### src/rtl/packet_gen.sv
// ---------------------------------------------------------------------------
// packet_gen
//
// Streaming packet generator. A single-cycle start strobe latches the packet
// configuration. The block then emits packet_count packets of packet_len
// bytes each on a 512-bit AXI4-Stream master. Every packet carries
// incrementing 16-bit words. Consecutive packets are separated by
// idle_cycles cycles with tvalid low.
//
// Ports
//   clk             in   1    clock
//   resetn          in   1    synchronous, active-low reset
//   packet_len      in   16   packet length in bytes (1..9600)
//   packet_count    in   32   packets per run
//   idle_cycles     in   16   tvalid-low cycles between packets
//   initial_value   in   16   first data word of the first packet
//   start           in   1    single-cycle run strobe (honoured only in IDLE)
//   busy            out  1    high while a run is in progress
//   axis_out_tdata  out  512  lane i occupies bits [16i+15:16i]
//   axis_out_tkeep  out  64   byte enables
//   axis_out_tlast  out  1    last beat of a packet
//   axis_out_tvalid out  1    stream valid
//   axis_out_tready in   1    stream ready
// ---------------------------------------------------------------------------
module packet_gen (
    input  logic         clk,
    input  logic         resetn,
    input  logic [15:0]  packet_len,
    input  logic [31:0]  packet_count,
    input  logic [15:0]  idle_cycles,
    input  logic [15:0]  initial_value,
    input  logic         start,
    output logic         busy,
    output logic [511:0] axis_out_tdata,
    output logic [63:0]  axis_out_tkeep,
    output logic         axis_out_tlast,
    output logic         axis_out_tvalid,
    input  logic         axis_out_tready
);

    typedef enum logic [1:0] {
        IDLE,
        SEND,
        GAP
    } state_t;

    // Field order matches the {tdata, tkeep, tlast} concatenation, so a
    // whole beat can be loaded into the output registers in one assignment.
    typedef struct packed {
        logic [511:0] data;
        logic [63:0]  keep;
        logic         last;
    } beat_t;

    state_t      state;
    logic [15:0] len_q;
    logic [15:0] idle_q;
    logic [15:0] pkt_first;
    logic [15:0] gap_cnt;
    logic [31:0] packets_remaining;
    logic [7:0]  beat;

    beat_t start_beat;   // beat 0 of a new run, built from the live config
    beat_t next_beat;    // next beat of the current packet
    beat_t b2b_beat;     // beat 0 of the next packet, with no gap between packets
    beat_t resume_beat;  // beat 0 of the next packet, at the end of a gap

    // Builds the full output word set for beat b of a packet whose first
    // word is first. The last-beat index is (len-1)/64. The final beat
    // keeps ((len-1) mod 64) + 1 bytes, so a multiple of 64 gives all ones.
    function automatic beat_t make_beat(input logic [15:0] first,
                                        input logic [7:0]  b,
                                        input logic [15:0] len);
        beat_t       r;
        logic [15:0] len_m1;
        logic [15:0] base;
        logic [6:0]  rem;
        len_m1 = len - 16'd1;
        base   = first + {3'b000, b, 5'b00000};
        for (int i = 0; i < 32; i++) begin
            r.data[16*i +: 16] = base + 16'(i);
        end
        r.last = ({2'b00, b} == len_m1[15:6]);
        rem    = {1'b0, len_m1[5:0]} + 7'd1;
        r.keep = r.last ? (~64'd0 >> (7'd64 - rem)) : ~64'd0;
        return r;
    endfunction

    // NOTE: every output of this block is written unconditionally, so no
    // latch can be inferred.
    always_comb begin
        start_beat  = make_beat(initial_value, 8'd0, packet_len);
        next_beat   = make_beat(pkt_first, beat + 8'd1, len_q);
        b2b_beat    = make_beat(pkt_first + 16'd1, 8'd0, len_q);
        resume_beat = make_beat(pkt_first, 8'd0, len_q);
    end

    // NOTE: sequential state uses non-blocking assignments only. Every
    // register then updates from values sampled at the same clock edge.
    always_ff @(posedge clk) begin
        if (!resetn) begin
            // NOTE: the reset is synchronous. It is sampled only on the clock
            // edge, so it has priority over a start in the same cycle.
            state             <= IDLE;
            busy              <= 1'b0;
            axis_out_tvalid   <= 1'b0;
            axis_out_tlast    <= 1'b0;
            axis_out_tdata    <= '0;
            axis_out_tkeep    <= '0;
            len_q             <= '0;
            idle_q            <= '0;
            pkt_first         <= '0;
            gap_cnt           <= '0;
            packets_remaining <= '0;
            beat              <= '0;
        end else begin
            case (state)
                IDLE: begin
                    if (start && packet_count != 32'd0 && packet_len != 16'd0) begin
                        len_q             <= packet_len;
                        idle_q            <= idle_cycles;
                        packets_remaining <= packet_count;
                        pkt_first         <= initial_value;
                        beat              <= 8'd0;
                        {axis_out_tdata, axis_out_tkeep, axis_out_tlast} <= start_beat;
                        axis_out_tvalid   <= 1'b1;
                        busy              <= 1'b1;
                        state             <= SEND;
                    end
                end

                SEND: begin
                    if (axis_out_tvalid && axis_out_tready) begin
                        if (axis_out_tlast) begin
                            packets_remaining <= packets_remaining - 32'd1;
                            pkt_first         <= pkt_first + 16'd1;
                            beat              <= 8'd0;
                            if (packets_remaining == 32'd1) begin
                                state           <= IDLE;
                                busy            <= 1'b0;
                                axis_out_tvalid <= 1'b0;
                                axis_out_tlast  <= 1'b0;
                            end else if (idle_q == 16'd0) begin
                                {axis_out_tdata, axis_out_tkeep, axis_out_tlast} <= b2b_beat;
                            end else begin
                                state           <= GAP;
                                gap_cnt         <= idle_q;
                                axis_out_tvalid <= 1'b0;
                                axis_out_tlast  <= 1'b0;
                            end
                        end else begin
                            beat <= beat + 8'd1;
                            {axis_out_tdata, axis_out_tkeep, axis_out_tlast} <= next_beat;
                        end
                    end
                end

                GAP: begin
                    // The gap counter loads with idle_cycles. Leaving at a
                    // count of 1 gives exactly idle_cycles low cycles.
                    if (gap_cnt == 16'd1) begin
                        state           <= SEND;
                        {axis_out_tdata, axis_out_tkeep, axis_out_tlast} <= resume_beat;
                        axis_out_tvalid <= 1'b1;
                    end else begin
                        gap_cnt <= gap_cnt - 16'd1;
                    end
                end

                default: state <= IDLE;
            endcase
        end
    end

endmodule

### config.mk
export PLATFORM = sky130hd
export DESIGN_NAME = packet_gen
export DESIGN_NICKNAME = d
export VERILOG_FILES = /design/src/rtl/packet_gen.sv
export SDC_FILE = /design/constraint.sdc
export NUM_CORES = 2
export LEC_CHECK = 0
export CAP_MARGIN = 10
export CORE_ASPECT_RATIO = 0.9
export CORE_MARGIN = 3
export CORE_UTILIZATION = 45
export CTS_CLUSTER_DIAMETER = 150
export DETAILED_ROUTE_END_ITERATION = 7
export GPL_TIMING_DRIVEN = 1
export HOLD_SLACK_MARGIN = 0.06
export PLACE_DENSITY = 0.72
export SLEW_MARGIN = 20
export SYNTH_ARGS = -nofsm -noshare
export SYNTH_HDL_FRONTEND = slang
export SYNTH_SLANG_ARGS = --single-unit
### constraint.sdc
create_clock -name clk -period 4.3 [get_ports clk]
set_clock_uncertainty 0.1 [all_clocks]
set_input_delay 0.43 -clock clk [delete_from_list [all_inputs] [get_ports clk]]
set_output_delay 0.43 -clock clk [all_outputs]
set_load 0.03 [all_outputs]
==> run summary <==
Least-Margin Pin Slew: 1.10 ns
Ports: 663
Worst setup path start: state[0]$_SDFFE_PN0P_
Crit-path cells: inv_1 -> ha_4 -> mux2_2 -> inv_2 -> ha_1 -> buf_4 -> a21oi_1 -> or2_2 -> buf_12 -> xor2_1 -> a221oi_1 -> buf_4 -> nor3_1
Worst R2R End: axis_out_tdata[456]$_SDFFE_PN0P_
Clock sink count: 591
Die footprint: 94900 um2
Largest net degree at the start of global routing: 106
Fraction of registers with async set/reset: 0
Initial Util: 0.457
First-pass GRT wire length: 342000 um
Layout area overhead: 32.9%
CP Class: flop to flop
FP Rows: 104
Fillers: 8204
H-tree levels: 3
Layout cell share with drive strength beyond 1: 0.135
Max Buffers Root-to-Sink: 3
Root Buffer: clkbuf_16
Hold WC Path Type: primary input to flop
Worst Path Required: 4.68 ns
Buf/Inv on CP: 5
Worst R2R Path Depth: 13
Die extent in x: 324 um
Ys Warns: 0
Die height: 293 um
FMAX: 0.236 GHz
Cells after synthesis: 5617
DP HPWL: 182000 um
Cell area after synthesis: 41100 um2
Hold-fix buffers at CTS: 0
CTS Buf Count: 70
Clk slew on worst S/H paths: 0.06 ns
Status: finished, final reports clean
Slew Limit Fails: 0
Hold Crit Start: resetn
Final wirelength: 245000 um
First drt pass iteration count: 8
Top cells by area, synth: dfxtp_1, xnor2_1, o21ai_0
Crit path largest cell delay: 0.57 ns
Hold Violations, Final: 0
R2r setup slk: 0.07 ns
NumNets Final: 6489
Most used cell, CP: buf_4
Core Region: 89900 um2
Placed Area: 52000 um2
Remaining routing DRC violations: 0
Startpoint types: flop
Vias per cell: 6.67
Top FF cell, synth: dfxtp_1
Setup WS pre-CTS: -0.0861 ns
Setup ws final: 0.0676 ns
Core Util, Final: 0.607
Mapped Nets: 5766
Maxcap violations: 0
Unrepaired setup endpoints after global routing: false
PwrDens: 1000 nW/um2
Grt ovf: 0
Relative slew margins: 0.261
Area leader, netlist: dfxtp_1
Max stage delay cell, worst path: mux2_2
Number of synthesized flops with an enable pin: 0
Crit-path leading delay family: buffers and inverters
DR vias: 50.9k
CP Max Fanout: 16
VDD IR-drop max: 0.000832 V
Avg Synthesized Cell Area: 7.31 um2
Port bufs: 662
Number of cells on the critical path: 13
Critical Path AT: 4.61 ns
Clock tree from TritonCTS: yes
Register bit total from synthesis: 591
Final Cell Area: 54600 um2
Top cell type's share of synthesized area: 0.288
Placer Congestion: 1.10
Register area share after synthesis: 0.288
Critical path endpoint: axis_out_tdata[456]$_SDFFE_PN0P_
Setup crit end kind: flop
Worst skew pair latency: 0.64 ns
Fin crit period: 4.23 ns
Setup violations, final: 0
ANT nets after route: 0
Initial antenna violation count: 28
RR Startpoint: state[0]$_SDFFE_PN0P_
Tot Pwr: 54700 uW
DR WL/cell: 32.1 um
Synth unique cells: 88
Gr usage total: 0.488
LEAKAGE: 0.0198 uW
Iteration-0 DRC Markers: 8175
Number of global-route vias before repair: 46.1k
Part of the cycle the worst path needs: 0.984
## cell usage after synthesis, types with 9 or more instances
| master | count |
|---|---|
| a211oi_1 | 43 |
| a21o_1 | 23 |
| a21oi_1 | 532 |
| a221o_1 | 9 |
| a221oi_1 | 144 |
| a22o_1 | 25 |
| a22oi_1 | 59 |
| a31oi_1 | 75 |
| a32o_1 | 22 |
| a32oi_1 | 29 |
| and2_1 | 27 |
| and3_1 | 24 |
| buf_1 | 59 |
| buf_2 | 30 |
| buf_4 | 94 |
| clkbuf_1 | 462 |
| dfxtp_1 | 591 |
| ha_1 | 64 |
| inv_1 | 50 |
| mux2_2 | 15 |
| mux2i_1 | 47 |
| nand2_1 | 486 |
| nand2b_1 | 28 |
| nand3_1 | 104 |
| nand4_1 | 26 |
| nor2_1 | 652 |
| nor2b_1 | 24 |
| nor3_1 | 218 |
| nor4_1 | 48 |
| o211ai_1 | 42 |
| o21ai_0 | 545 |
| o21ai_1 | 18 |
| o221a_2 | 12 |
| o221ai_1 | 82 |
| o22ai_1 | 24 |
| o31ai_1 | 24 |
| o32ai_1 | 10 |
| or2_2 | 9 |
| or3_1 | 42 |
| or4_1 | 27 |
| xnor2_1 | 478 |
| xor2_1 | 163 |
## sequential cells by signal, summed over array words and instances (netlist names)
name               cells
axis_out_tlast         1
axis_out_tvalid        1
axis_out_tkeep        64
idle_q                16
len_q                 16
state                  2
pkt_first             16
busy                   1
packets_remaining     32
beat                   8
axis_out_tdata       418
gap_cnt               16
## cells by family after synthesis
family / after synthesis / share of synthesized area
compound gates: 1788 / 0.272
xor+xnor: 642 / 0.137
fa+ha+maj: 65 / 0.0200
buf+inv: 706 / 0.0740
flops: 591 / 0.288
mux: 63 / 0.0158
simple gates: 1762 / 0.193
## worst reg2reg max path, cell delays in order (launching register included)
cell and delay, ns:
dfxtp_1 0.36, inv_1 0.15, ha_4 0.36, mux2_2 0.59
inv_2 0.17, ha_1 0.44, buf_4 0.26, a21oi_1 0.12
or2_2 0.36, buf_12 0.15, xor2_1 0.13, a221oi_1 0.54
buf_4 0.29, nor3_1 0.07
## final cells by class
type                       count  area (um2)  area share
sequential                   591       11800       0.217
clock inverter                33         420     0.00770
inverter                      61         236     0.00433
antenna                       14        35.0    0.000642
timing repair buffer        1296       11900       0.218
multi-input combinational   4320       26600       0.487
clock buffer                  96        2050      0.0376
tap                         1219        1530      0.0279
## power by group
group / total [uW] / internal [uW] / switching [uW]
combinational: 38000 / 12800 / 25200
sequential: 10200 / 7950 / 2210
clock: 6520 / 3860 / 2660
## placed cells by master, fill, tap and decap left out, types with 20 or more instances in the layout
master | netlist | layout
o21ai_0 | 545 | 543
a22o_1 | 25 | 25
a221oi_1 | 144 | 141
xor2_1 | 163 | 161
nor2b_1 | 24 | 24
dfxtp_1 | 591 | 587
mux2i_1 | 47 | 36
and3_1 | 24 | 23
clkbuf_16 | 0 | 74
a22oi_1 | 59 | 59
a32o_1 | 22 | 21
nor4_1 | 48 | 47
nand4_1 | 26 | 26
and2_1 | 27 | 27
a32oi_1 | 29 | 28
buf_12 | 0 | 39
a211oi_1 | 43 | 43
a21oi_1 | 532 | 530
buf_4 | 94 | 593
o221ai_1 | 82 | 81
o22ai_1 | 24 | 24
o31ai_1 | 24 | 24
nand3_1 | 104 | 103
a21o_1 | 23 | 23
or3_1 | 42 | 42
o211ai_1 | 42 | 42
ha_1 | 64 | 60
or4_1 | 27 | 27
nor2_1 | 652 | 644
inv_1 | 50 | 50
xnor2_1 | 478 | 475
nand2_1 | 486 | 482
o21ai_1 | 18 | 20
a31oi_1 | 75 | 71
clkdlybuf4s50_1 | 0 | 661
nor3_1 | 218 | 218
nand2b_1 | 28 | 28
## metrics by stage
step	std cells	hold slack, ns	TNS (ns)
floorplan	5617	0.350	0
global placement	7486	0.328	0
detailed placement	7486	0.328	-0.0861
CTS	7615	0.196	0
global route	7618	0.222	0
finish	7630	0.239	0
## per-layer routing
layer	vias to the layer above	routed length, um	GRT usage
met5	-	404	0.0208
met4	18	15300	0.249
met3	861	38500	0.222
met2	4187	96500	0.683
met1	24500	94300	0.624
li1	21400	-	-
## worst min-delay path by stage
stage	endpoint	slack, ns	depth (start not counted)
finish	axis_out_tlast$_SDFFE_PN0P_	0.24	3
CTS	axis_out_tdata[511]$_SDFFE_PN0P_	0.20	3
detailed placement	axis_out_tdata[218]$_SDFFE_PN0P_	0.33	2
global route	axis_out_tdata[175]$_SDFFE_PN0P_	0.22	3
floorplan	packets_remaining[27]$_SDFFE_PN0P_	0.35	2
global placement	axis_out_tkeep[21]$_SDFFE_PN0P_	0.33	2
## repair_timing
action,CTS,global route
gates resized for setup,1,21
setup endpoints to repair,1,86
endpoints found under the hold margin,0,0
gates cloned,0,0
pin swaps,0,3
setup buffers,0,1
(Power assumes the default switching activity.)
